[src/rtl/fetch_queue_unit_pkg.sv]
// Shared types and constants for the instruction-fetch front end.
// Entries are {pc, instr}. The PC advances by one 32-bit word per fetch.
package fetch_queue_unit_pkg;

    localparam int FETCH_PC_W  = 9;
    localparam int FETCH_INS_W = 32;
    localparam int PC_STEP     = 4;

    typedef struct packed {
        logic [FETCH_PC_W-1:0]  pc;
        logic [FETCH_INS_W-1:0] instr;
    } fetch_entry_t;

    function automatic int cnt_width(input int depth);
        return $clog2(depth) + 1;
    endfunction

endpackage

[src/rtl/fetch_queue_unit_if.sv]
// Bundles the imem, ID-handshake, redirect and halt signals of the fetch unit.
// The slave modport is the fetch unit; the master modport is its environment.
interface fetch_queue_unit_if #(
    parameter int PC_W  = 9,
    parameter int INS_W = 32,
    parameter int CNT_W = 3
);
    logic             imem_req;
    logic [PC_W-1:0]  imem_addr;
    logic [INS_W-1:0] imem_rdata;
    logic             id_valid;
    logic             id_ready;
    logic [INS_W-1:0] id_instr;
    logic [PC_W-1:0]  id_pc;
    logic             redirect_valid;
    logic [PC_W-1:0]  redirect_pc;
    logic             halt_req;
    logic             halted;
    logic [CNT_W-1:0] queue_count;

    modport slave (
        output imem_req, imem_addr, id_valid, id_instr, id_pc, halted, queue_count,
        input  imem_rdata, id_ready, redirect_valid, redirect_pc, halt_req
    );

    modport master (
        input  imem_req, imem_addr, id_valid, id_instr, id_pc, halted, queue_count,
        output imem_rdata, id_ready, redirect_valid, redirect_pc, halt_req
    );
endinterface

[src/rtl/fetch_queue_unit_fifo.sv]
// Circular buffer holding fetched {pc, instr} entries between imem and ID.
// Clear drops all entries in one cycle and overrides push/pop.
module fetch_queue_unit_fifo #(
    parameter int W     = 41,
    parameter int DEPTH = 4,
    parameter int PTR_W = $clog2(DEPTH),
    parameter int CNT_W = $clog2(DEPTH) + 1
) (
    input  logic             clk,
    input  logic             reset,
    input  logic             push,
    input  logic [W-1:0]     din,
    input  logic             pop,
    input  logic             clear,
    output logic [W-1:0]     dout,
    output logic             valid,
    output logic [CNT_W-1:0] count
);

    logic [W-1:0]     mem [DEPTH];
    logic [PTR_W-1:0] wr_ptr;
    logic [PTR_W-1:0] rd_ptr;

    always_ff @(posedge clk) begin
        if (reset) begin
            wr_ptr <= '0;
            rd_ptr <= '0;
            count  <= '0;
        end else if (clear) begin
            wr_ptr <= rd_ptr;
            count  <= '0;
        end else begin
            if (push) wr_ptr <= wr_ptr + PTR_W'(1);
            if (pop)  rd_ptr <= rd_ptr + PTR_W'(1);
            case ({push, pop})
                2'b10:   count <= count + CNT_W'(1);
                2'b01:   count <= count - CNT_W'(1);
                default: count <= count;
            endcase
        end
    end

    // Storage needs no reset; the pointers alone define what is live.
    always_ff @(posedge clk) begin
        if (!reset && !clear && push) mem[wr_ptr] <= din;
    end

    assign dout  = mem[rd_ptr];
    assign valid = (count != '0);

endmodule

[src/rtl/fetch_queue_unit.sv]
// Instruction-fetch front end: owns the fetch PC, issues 1-cycle imem reads,
// queues returned words for ID, and handles EX redirects and a sticky halt.
module fetch_queue_unit
    import fetch_queue_unit_pkg::*;
#(
    parameter int              PC_W     = 9,
    parameter int              INS_W    = 32,
    parameter int              DEPTH    = 4,
    parameter logic [PC_W-1:0] RESET_PC = '0
) (
    input  logic               clk,
    input  logic               reset,
    fetch_queue_unit_if.slave  bus
);

    localparam int CNT_W = $clog2(DEPTH) + 1;
    localparam int ENT_W = PC_W + INS_W;

    logic [PC_W-1:0]  fetch_pc;
    logic [PC_W-1:0]  inflight_pc;
    logic             inflight;
    logic             halt_latched;
    logic             issue;
    logic             enq;
    logic             deq;
    logic [CNT_W:0]   credit_used;
    logic [CNT_W-1:0] count;
    logic             head_valid;
    logic [ENT_W-1:0] head;

    // Credit counts the in-flight word so a returning fetch always has a slot.
    assign credit_used = {1'b0, count} + {{CNT_W{1'b0}}, inflight};

    assign issue = !reset && !halt_latched && !bus.halt_req && !bus.redirect_valid
                   && (credit_used < (CNT_W+1)'(DEPTH));

    assign enq = inflight && !bus.redirect_valid;
    assign deq = head_valid && bus.id_ready && !bus.redirect_valid;

    always_ff @(posedge clk) begin
        if (reset) begin
            fetch_pc     <= RESET_PC;
            inflight     <= 1'b0;
            inflight_pc  <= '0;
            halt_latched <= 1'b0;
        end else begin
            if (bus.halt_req) halt_latched <= 1'b1;
            if (bus.redirect_valid)
                fetch_pc <= bus.redirect_pc;
            else if (issue)
                fetch_pc <= fetch_pc + PC_W'(PC_STEP);
            inflight <= issue;
            if (issue) inflight_pc <= fetch_pc;
        end
    end

    fetch_queue_unit_fifo #(
        .W     (ENT_W),
        .DEPTH (DEPTH)
    ) u_fifo (
        .clk   (clk),
        .reset (reset),
        .push  (enq),
        .din   ({inflight_pc, bus.imem_rdata}),
        .pop   (deq),
        .clear (bus.redirect_valid),
        .dout  (head),
        .valid (head_valid),
        .count (count)
    );

    assign bus.imem_req    = issue;
    assign bus.imem_addr   = fetch_pc;
    assign bus.id_valid    = head_valid;
    assign bus.id_pc       = head[ENT_W-1:INS_W];
    assign bus.id_instr    = head[INS_W-1:0];
    assign bus.halted      = halt_latched && !inflight;
    assign bus.queue_count = count;

endmodule

[src/flat_wrapper.sv]
// flat-port wrapper written by rule: the top's interface ports become plain ports
module fetch_queue_unit_flat import fetch_queue_unit_pkg::*;
#(
    parameter int              PC_W     = 9,
    parameter int              INS_W    = 32,
    parameter int              DEPTH    = 4,
    parameter logic [PC_W-1:0] RESET_PC = '0
)
  (clk, reset, bus_imem_req, bus_imem_addr, bus_id_valid, bus_id_instr, bus_id_pc, bus_halted, bus_queue_count, bus_imem_rdata, bus_id_ready, bus_redirect_valid, bus_redirect_pc, bus_halt_req);
  fetch_queue_unit_if #(.PC_W(PC_W), .INS_W(INS_W), .CNT_W(($clog2(DEPTH) + 1))) bus_i ();
  input  logic clk;
  input  logic reset;
  output wire logic [$bits(bus_i.imem_req)-1:0] bus_imem_req;
  output wire logic [$bits(bus_i.imem_addr)-1:0] bus_imem_addr;
  output wire logic [$bits(bus_i.id_valid)-1:0] bus_id_valid;
  output wire logic [$bits(bus_i.id_instr)-1:0] bus_id_instr;
  output wire logic [$bits(bus_i.id_pc)-1:0] bus_id_pc;
  output wire logic [$bits(bus_i.halted)-1:0] bus_halted;
  output wire logic [$bits(bus_i.queue_count)-1:0] bus_queue_count;
  input wire logic [$bits(bus_i.imem_rdata)-1:0] bus_imem_rdata;
  input wire logic [$bits(bus_i.id_ready)-1:0] bus_id_ready;
  input wire logic [$bits(bus_i.redirect_valid)-1:0] bus_redirect_valid;
  input wire logic [$bits(bus_i.redirect_pc)-1:0] bus_redirect_pc;
  input wire logic [$bits(bus_i.halt_req)-1:0] bus_halt_req;
  assign bus_imem_req = bus_i.imem_req;
  assign bus_imem_addr = bus_i.imem_addr;
  assign bus_id_valid = bus_i.id_valid;
  assign bus_id_instr = bus_i.id_instr;
  assign bus_id_pc = bus_i.id_pc;
  assign bus_halted = bus_i.halted;
  assign bus_queue_count = bus_i.queue_count;
  assign bus_i.imem_rdata = bus_imem_rdata;
  assign bus_i.id_ready = bus_id_ready;
  assign bus_i.redirect_valid = bus_redirect_valid;
  assign bus_i.redirect_pc = bus_redirect_pc;
  assign bus_i.halt_req = bus_halt_req;
  fetch_queue_unit #(.PC_W(PC_W), .INS_W(INS_W), .DEPTH(DEPTH), .RESET_PC(RESET_PC)) u_core (.clk(clk), .reset(reset), .bus(bus_i));
endmodule
[config.mk]
export PLATFORM = sky130hd
export DESIGN_NAME = fetch_queue_unit_flat
export DESIGN_NICKNAME = d
export VERILOG_FILES = /design/src/rtl/fetch_queue_unit_pkg.sv /design/src/rtl/fetch_queue_unit_if.sv /design/src/rtl/fetch_queue_unit_fifo.sv /design/src/rtl/fetch_queue_unit.sv /design/src/flat_wrapper.sv
export SDC_FILE = /design/constraint.sdc
export NUM_CORES = 1
export LEC_CHECK = 0
export BUFFER_PORTS_ARGS = -buffer_cell sky130_fd_sc_hd__buf_2
export CAP_MARGIN = 20
export CORE_UTILIZATION = 50
export CTS_BUF_LIST = sky130_fd_sc_hd__clkbuf_4 sky130_fd_sc_hd__clkbuf_8
export DETAILED_ROUTE_END_ITERATION = 8
export GPL_ROUTABILITY_DRIVEN = 0
export PLACE_DENSITY = 0.71
export SLEW_MARGIN = 20
export SYNTH_ARGS = -nofsm -noshare
export SYNTH_HDL_FRONTEND = slang
export SYNTH_SLANG_ARGS = --single-unit
[constraint.sdc]
create_clock -name clk -period 5.5 [get_ports clk]
set_input_delay 0.275 -clock clk [delete_from_list [all_inputs] [get_ports clk]]
set_output_delay 0.275 -clock clk [all_outputs]
set_load 0.01 [all_outputs]
==> results.cfg, run 1 <==
[outcome]
status = complete, no violations

[hold_path]
min_to = u_core.u_fifo.mem[3][17]
whs_path_depth = 1
hp-class = in2reg
hp-start = bus_imem_rdata[17]

[finish]
seq_area_um2 = 5510
final_util_pct = 61.2
multi_input_area_um2 = 1670
antenna_cells = 0
num-nets-final = 548
fillerInstances = 1018
syn_to_final_growth_pct = 17.8
drive_above_1_share_pct = 36.4
finalInstanceArea_um2 = 8600
final_cells = 688

[sta]
skew_ns = 0.0105
max_freq_mhz = 409
setup-tns-final_ns = 0
relSlewSlack_pct = 43.7
setup_viol = 0
rsz0062_at_grt = false
finalCriticalPeriod_ns = 2.45
drv_slew = 0
tightest_slew_ns = 0.845
fin_crit_sh_pct = 44.5
finalHoldViolCount = 0

[synthesis]
synth-seq-cells = 193
ys_warn_count = 0
synth.most_common_cell = edfxtp_1
syn-num-nets = 429
yosysSeqAreaShare_pct = 75.4
synth_cells = 376
synthTopCellsByArea = edfxtp_1 67%, mux4_2 13%, dfxtp_1 8.0%
synthArstFlopShare_pct = 0
synthTopCellsByCount = 164 x edfxtp_1, 41 x mux4_2, 29 x dfxtp_1
synth_top_area_share_pct = 67.5
synth_cell_types = 40
synth_top_area_cell = edfxtp_1
synth.cell_area_um2 = 7300
synth_ff_type = edfxtp_1
syn_avg_cell_area_um2 = 19.4
synth-edff-count = 164

[route]
vias_per_cell = 5.40
drc = 0
routedWlPerCell_um = 18.1
drtPass1Iterations = 4
ant_nets = 0
totalWireLength_um = 12400
first_iter_violations = 209
num_vias = 3717

[global_route]
grt_usage_pct = 17.8
grt_overflow = 0
grt_pass1_vias = 3767
grt_pass1_wl_um = 19300
grt_max_degree = 42
antenna_found_initial = 0

[worst_setup_path]
reg2reg_from = u_core.u_fifo.count[2]
cp_top_family = flip-flops
crit_slowest_cell = dfxtp_4
reg2regPathDepth = 8
startpoint_type = flop
slowest_delay_ns = 0.92
crit_chain = mux4_2 > buf_2
end_kind = primary output
path_buf_inv = 1
crit_required_ns = 5.22
crit_arrival_ns = 2.17
r2r_setup_slack_ns = 3.36
regToRegEndpoint = u_core.u_fifo.count[2]
path_class = reg2out
cp_max_fo = 41

[cts]
cts_root_buf = clkbuf_8
worstSkewPairLatency_ns = 0.46
clockBufferDepth = 2
cts_tree = built
cts.htree.levels = 4
numClockSinks = 193
numCtsBuffers = 17
cts_setup_buffers = 0
clk_pin_slew_worst_paths_ns = 0.08

[placement]
dpl_cell_area_um2 = 7940
post-dp-hpwl_um = 7220
dp_cells = 637
portBuffers = 101

[power_and_ir_drop]
p_per_area_nw_per_um2 = 310
power_w = 0.00267
p_leak_nw = 2.98
ir_worst_vdd_mv = 0.151

[flow_run]
cap_violations = 0

[floorplan]
start_util_pct = 52.0
core_region_area_um2 = 14000
rows = 43
die_x_um = 123
dieArea_um2 = 15100
io_pins = 102
die_h_um = 123
==> cell usage in the layout (no fill, tap or decap), types with 3 or more instances in the layout <==
cell,synthesis,layout
clkinv_2,0,4
clkbuf_8,0,17
nor2_1,18,18
clkinv_1,0,5
mux4_2,41,41
buf_2,5,101
o21a_1,5,5
dlygate4sd3_1,0,17
xnor2_1,7,7
ha_1,6,6
inv_1,10,10
nand2_1,10,10
edfxtp_1,164,164
bufinv_16,0,5
nand3_1,3,3
o21ai_1,9,9
nand4_1,3,3
mux2i_1,3,3
dfxtp_1,29,27
a21oi_1,17,17
==> per-stage QoR <==
stage | hold slack, ns | worst slack, ns
2_1_floorplan | 0.374 | 3.25
3_3_place_gp | 0.471 | 3.28
3_5_place_dp | 0.473 | 3.22
4_1_cts | 0.00206 | 2.94
5_1_grt | 0.0152 | 2.87
6_report | 0.0395 | 3.05
==> power breakdown <==
part | total [W] | internal (W) | switching, W
Clock | 0.000981 | 0.000529 | 0.000452
Combinational | 0.0000862 | 0.0000415 | 0.0000448
Sequential | 0.00160 | 0.00159 | 0.0000118
Total | 0.00267 | 0.00216 | 0.000509
==> layout make-up <==
| cell class | instances | area share, % |
|---|---|---|
| Inverter | 10 | 0.436 |
| Sequential cell | 193 | 64.1 |
| Tap cell | 180 | 2.62 |
| Clock inverter | 15 | 2.28 |
| Clock buffer | 17 | 2.72 |
| Timing Repair Buffer | 120 | 8.41 |
| Multi-Input combinational cell | 153 | 19.4 |
==> per-layer routing <==
metal / track usage, % / share of wire (%) / vias up
met4: 7.32 / 1.5 / 0
met3: 4.51 / 4.9 / 15
met2: 30.1 / 51 / 96
met1: 21.7 / 43 / 1882
met5: 0 / 0 / -
li1: - / - / 1724
==> sequential cells by signal (all words and copies together), names as in the netlist, named ones only <==
register and cells:
u_core.u_fifo.count 3, u_core.u_fifo.rd_ptr 2, u_core.inflight_pc 9, u_core.inflight 1, u_core.u_fifo.mem 164, u_core.u_fifo.wr_ptr 2
u_core.halt_latched 1, u_core.bus.imem_addr 9
==> cells by family after synthesis <==
kind of cell,Yosys count,share of synthesized area [%]
and+or+nand+nor,57,4.39
DFF,193,75.4
muxes,44,13.1
adders and majority gates,7,1.30
buffers and inverters,30,1.83
xor gates and xnor gates,9,1.08
AOI/OAI and AO/OA,36,2.88
==> worst max path at each step <==
stage                                         end  slack, ns  cells after the start
after global placement    u_core.u_fifo.mem[1][9]       3.28                      3
after floorplan            u_core.u_fifo.count[2]       3.25                     10
after detailed placement   u_core.u_fifo.count[2]       3.22                      8
final                                bus_id_pc[7]       3.05                      2
after global routing                 bus_id_pc[3]       2.87                      2
after CTS                            bus_id_pc[3]       2.94                      2
==> timing repair <==
action / CTS / global route
endpoints found under the hold margin: 68 / 0
hold buffers: 17 / 0
gates resized for setup: 0 / 0
Note: power is estimated with default switching activity, not from simulation.
==> inputs of run 2 (changes only) <==
ABC_AREA = 1   (was unset)
clock period = 2.3 ns   (was 5.5 ns; I/O delays follow)
==> results.cfg, run 2 <==
[outcome]
status = complete, no violations

[cts]
clk_pin_slew_worst_paths_ns = 0.09
cts_tree = built
worstSkewPairLatency_ns = 0.46
numCtsBuffers = 17
numClockSinks = 193
cts_setup_buffers = 0
clockBufferDepth = 2
cts.htree.levels = 4
cts_root_buf = clkbuf_8

[flow_run]
cap_violations = 0

[synthesis]
syn_avg_cell_area_um2 = 12.6
synthSimpleGateAreaFrac_pct = 9.47
syn-num-nets = 643
synth_cells = 590
synth.cell_area_um2 = 7420
synthTopCellsByCount = 164 x edfxtp_1, 109 x nor2_1, 102 x o21ai_0
synthTopCellsByArea = edfxtp_1 66%, dfxtp_1 7.8%, o21ai_0 6.9%
synth-seq-cells = 193
synthArstFlopShare_pct = 0
synth.most_common_cell = edfxtp_1
ys_warn_count = 0
synth_ff_type = edfxtp_1
synth_top_area_cell = edfxtp_1
synth-xor-area-share_pct = 0.118
synth_top_area_share_pct = 66.3
synth_compound_area_share_pct = 11.4
yosysSeqAreaShare_pct = 74.1
synthAdderAreaFrac_pct = 1.28
synth_top_family_by_area = compound AO/OA/AOI/OAI gates
synth.area.mux_share_pct = 0
synth-edff-count = 164
synth_cell_types = 26

[sta]
fin_crit_sh_pct = 90.9
max_freq_mhz = 478
relSlewSlack_pct = 63.9
drv_slew = 0
tightest_slew_ns = 0.542
finalCriticalPeriod_ns = 2.09
finalHoldViolCount = 0
setup_viol = 0
setup_slack_ns = 0.209
rsz0062_at_grt = false
skew_ns = 0.00972

[finish]
final_util_pct = 62.6
syn_to_final_growth_pct = 22.5
drive_above_1_share_pct = 21.3
largest_reg_flops = 164
final_common_cell = edfxtp_1
antenna_cells = 0
finalInstanceArea_um2 = 9100
final_cell_mix = 164 x edfxtp_1, 105 x nor2_1, 102 x o21ai_0
num-nets-final = 791
largest-register = u_core.u_fifo.mem

[power_and_ir_drop]
ir_worst_vdd_mv = 0.427
p_leak_nw = 3.34
p_per_area_nw_per_um2 = 704

[placement]
pre_cts_ws_ns = 0.350
portBuffers = 101
post-dp-hpwl_um = 8750
dpl_cell_area_um2 = 8210

[floorplan]
core_region_area_um2 = 14500
dieArea_um2 = 15300
die_h_um = 124
start_util_pct = 51.1
die_x_um = 124
io_pins = 102
rows = 44

[route]
vias_per_cell = 5.31
routedWlPerCell_um = 15.9
num_vias = 4964
first_iter_violations = 387
drc = 0
totalWireLength_um = 14900
ant_nets = 0
drtPass1Iterations = 4

[global_route]
grt_overflow = 0
grt_pass1_vias = 4716
grt_max_degree = 83
antenna_found_initial = 0
grt_usage_pct = 20.2
grt_pass1_wl_um = 23000

[hold_path]
hp-class = in2reg

[worst_setup_path]
cp_max_fo = 24
crit_arrival_ns = 1.98
startpoint_type = flop
end_kind = primary output
path_class = reg2out
crit_required_ns = 2.18
## run 2: cell types whose count changed after synthesis, moves of 9 or more
cell / change
nand2_1: +23
o22ai_1: +41
clkbuf_1: +13
o21ai_0: +101
nor2_1: +91
o21ai_1: -9
inv_1: +16
nand3_1: +14
mux4_2: -41
## run 2: layout make-up
class,count,area (um^2)
Sequential cell,193,5510
Clock buffer,18,241
Timing Repair Buffer,161,1130
Inverter,30,115
Tap cell,184,230
Clock inverter,14,189
Multi-Input combinational cell,335,1680
Fill cell,1109,5440
## run 2: cell families after synthesis
family | after synthesis
buffers and inverters | 62
flip-flops | 193
AO/OA/AOI/OAI | 158
AND/OR/NAND/NOR | 169
adder cells (fa/ha/maj) | 7
XOR/XNOR | 1
## run 2: timing repair
item | 4_1_cts | 5_1_grt
endpoints found under the setup margin | 0 | 14
hold endpoints to repair | 141 | 0
hold buffers | 45 | 0
resized for setup | 0 | 1
## run 2: per-layer routing
metal | wire length, um | global-route usage (%) | vias to the layer above
li1 | - | - | 2419
met1 | 6490 | 25.3 | 2357
met2 | 7260 | 32.8 | 161
met4 | 331 | 10.2 | 0
met3 | 831 | 4.67 | 27
met5 | 0 | 0 | -
## run 2: worst paths after layout
path,startpoint,end,slack (ns),cells after the start
hold / removal,bus_redirect_valid,u_core.u_fifo.count[1],0.05,2
setup / recovery,flop,bus_id_pc[5],0.21,5
hold reg to reg,u_core.u_fifo.rd_ptr[1],flop,0.50,2
setup reg to reg,u_core.u_fifo.count[0],u_core.u_fifo.count[2],0.34,12
## run 2: stage by stage
step,hold slack (ns),std cells,total power (W),setup TNS (ns)
floorplan,0.214,590,0.00400,-73.85
global placement,0.328,858,0.00409,0
detailed placement,0.335,858,0.00410,0
CTS,0.0227,935,0.00644,0
global route,0.0386,935,0.00660,0
finish,0.0527,935,0.00640,0
## run 2: critical path, stage by stage (launching register included)
cell	delay [ns]
dfxtp_2	0.34
inv_2	0.31
buf_4	0.33
o21ai_0	0.12
o22ai_1	0.22
buf_2	0.19
## run 2: power breakdown
part           switching (W)  internal, W  leakage [nW]
combinational       0.000129     0.000122          1.42
clock                0.00113      0.00119         0.202
sequential         0.0000268      0.00381          1.72
total                0.00128      0.00512          3.34
==> inputs of run 3 (changes only) <==
CORE_UTILIZATION = 35   (was 50)
PLACE_DENSITY = unset   (was 0.71)
SLEW_MARGIN = unset   (was 20)
==> results.cfg, run 3 (synthesis gave the netlist of run 2 again) <==
[power_and_ir_drop]
p_comb_share_pct = 4.0
p_sw_w = 0.00137
p_leak_nw = 3.32
p_int_w = 0.00493
switching_share_pct = 21.7
ir_worst_vdd_mv = 0.402
p_per_area_nw_per_um2 = 688
clkPwrFrac_pct = 35.1
pwr-share-seq_pct = 60.9

[finish]
largest_reg_flops = 164
seq_area_um2 = 5510
final_common_cell = edfxtp_1
largest-register = u_core.u_fifo.mem
syn_to_final_growth_pct = 23.3
drive_above_1_share_pct = 21.0
num-nets-final = 787
fillerInstances = 1913
final_util_pct = 44.7
multi_input_area_um2 = 1680
final_cell_mix = 164 x edfxtp_1, 105 x nor2_1, 102 x o21ai_0

[floorplan]
start_util_pct = 36.2
die_h_um = 148
io_pins = 102
die_x_um = 148
core_region_area_um2 = 20500
rows = 52
dieArea_um2 = 21800

[sta]
skew_ns = 0.00988
tightest_slew_ns = 0.447
max_freq_mhz = 487
fin_crit_sh_pct = 89.4
hold_slack_ns = 0.0368
rsz0062_at_grt = false
finalCriticalPeriod_ns = 2.06
setup_viol = 0
setup-tns-final_ns = 0
setup_slack_ns = 0.245
finalHoldViolCount = 0
relSlewSlack_pct = 70.1
drv_slew = 0

[hold_path]
whs_path_depth = 2
hp-start = bus_redirect_valid
min_to = u_core.u_fifo.count[1]
hp-class = in2reg

[placement]
portBuffers = 101
post-dp-hpwl_um = 9180
pre_cts_ws_ns = 0.352

[cts]
numClockSinks = 193
clockBufferDepth = 2
worstSkewPairLatency_ns = 0.46
cts_setup_buffers = 0
cts.htree.levels = 4
cts_root_buf = clkbuf_8
numCtsBuffers = 17
cts_tree = built
clk_pin_slew_worst_paths_ns = 0.09

[route]
vias_per_cell = 4.80
ant_nets = 0
first_iter_violations = 395
drtPass1Iterations = 4
drc = 0
totalWireLength_um = 15500
num_vias = 4891
routedWlPerCell_um = 15.2

[worst_setup_path]
reg2regPathDepth = 11
reg2reg_from = u_core.u_fifo.count[1]
end_kind = primary output
regToRegEndpoint = u_core.u_fifo.count[2]
r2r_setup_slack_ns = 0.36
path_class = reg2out
cp_max_fo = 23
crit_arrival_ns = 1.94
startpoint_type = flop
crit_required_ns = 2.18

[global_route]
grt_usage_pct = 14.7
grt_pass1_vias = 4608
grt_max_degree = 83
antenna_found_initial = 1
grt_pass1_wl_um = 24500
grt_overflow = 0

[outcome]
status = complete, no violations

[flow_run]
cap_violations = 0
==> run 3: cell count changes in the layout (fill, tap and decap cells not counted), sizes merged <==
cell / before / now
buf: 116 / 112
clkinvlp: 5 / 2
inv: 30 / 33
bufinv: 4 / 2
clkinv: 5 / 7
diode: 0 / 1
==> run 3: how the worst max path moves through the flow <==
stage	slack [ns]	startpoint	depth (start not counted)	end
3_5_place_dp	0.35	bus_redirect_valid	11	u_core.u_fifo.count[2]
2_1_floorplan	-0.45	u_core.inflight	2	u_core.u_fifo.mem[0][0]
3_3_place_gp	0.38	bus_redirect_valid	11	u_core.u_fifo.count[2]
5_1_grt	0.09	flop	4	bus_id_instr[19]
4_1_cts	0.17	flop	4	bus_id_instr[19]
6_report	0.24	flop	4	bus_id_instr[19]
==> run 3: final cells by class <==
| cell class | count | area share [%] |
|---|---|---|
| Sequential cell | 193 | 60.1 |
| Inverter | 30 | 1.26 |
| Clock buffer | 18 | 2.64 |
| Tap cell | 270 | 3.69 |
| Antenna cell | 1 | 0.0273 |
| Clock inverter | 14 | 1.74 |
| Multi-Input combinational cell | 335 | 18.3 |
| Timing Repair Buffer | 157 | 12.2 |
==> run 3: repair_timing <==
| item | 4_1_cts | 5_1_grt |
|---|---|---|
| gates resized for setup | 0 | 0 |
| hold buffers | 45 | 0 |
| endpoints found under the hold margin | 141 | 0 |
==> run 3: per-stage QoR <==
step           instances  total power, W  cell area [um^2]
6_report            1018         0.00630              9160
5_1_grt             1017         0.00651              9160
4_1_cts             1017         0.00635              9160
3_5_place_dp         940         0.00411              8300
3_3_place_gp         940         0.00410              8300
2_1_floorplan        590         0.00400              7420
==> run 3: worst max-delay path, cell delays in order (launching register included) <==
cell	delay [ns]
dfxtp_2	0.61
buf_4	0.33
o21ai_0	0.13
o22ai_1	0.24
buf_2	0.18
==> run 3: power groups by stage <==
stage	clock network (W)	registers (W)	logic, W
global route	0.00239	0.00384	0.000280
global placement	0	0.00392	0.000190
finish	0.00221	0.00384	0.000251
detailed placement	0	0.00392	0.000193
CTS	0.00226	0.00384	0.000253
floorplan	0	0.00391	0.0000882
==> run 3: layer usage <==
layer / track usage (%) / vias up / wire length, um
li1: - / 2419 / -
met1: 20.7 / 2329 / 7430
met2: 22.2 / 131 / 7010
met3: 3.95 / 12 / 946
met4: 4.18 / 0 / 131
met5: 0 / - / 0
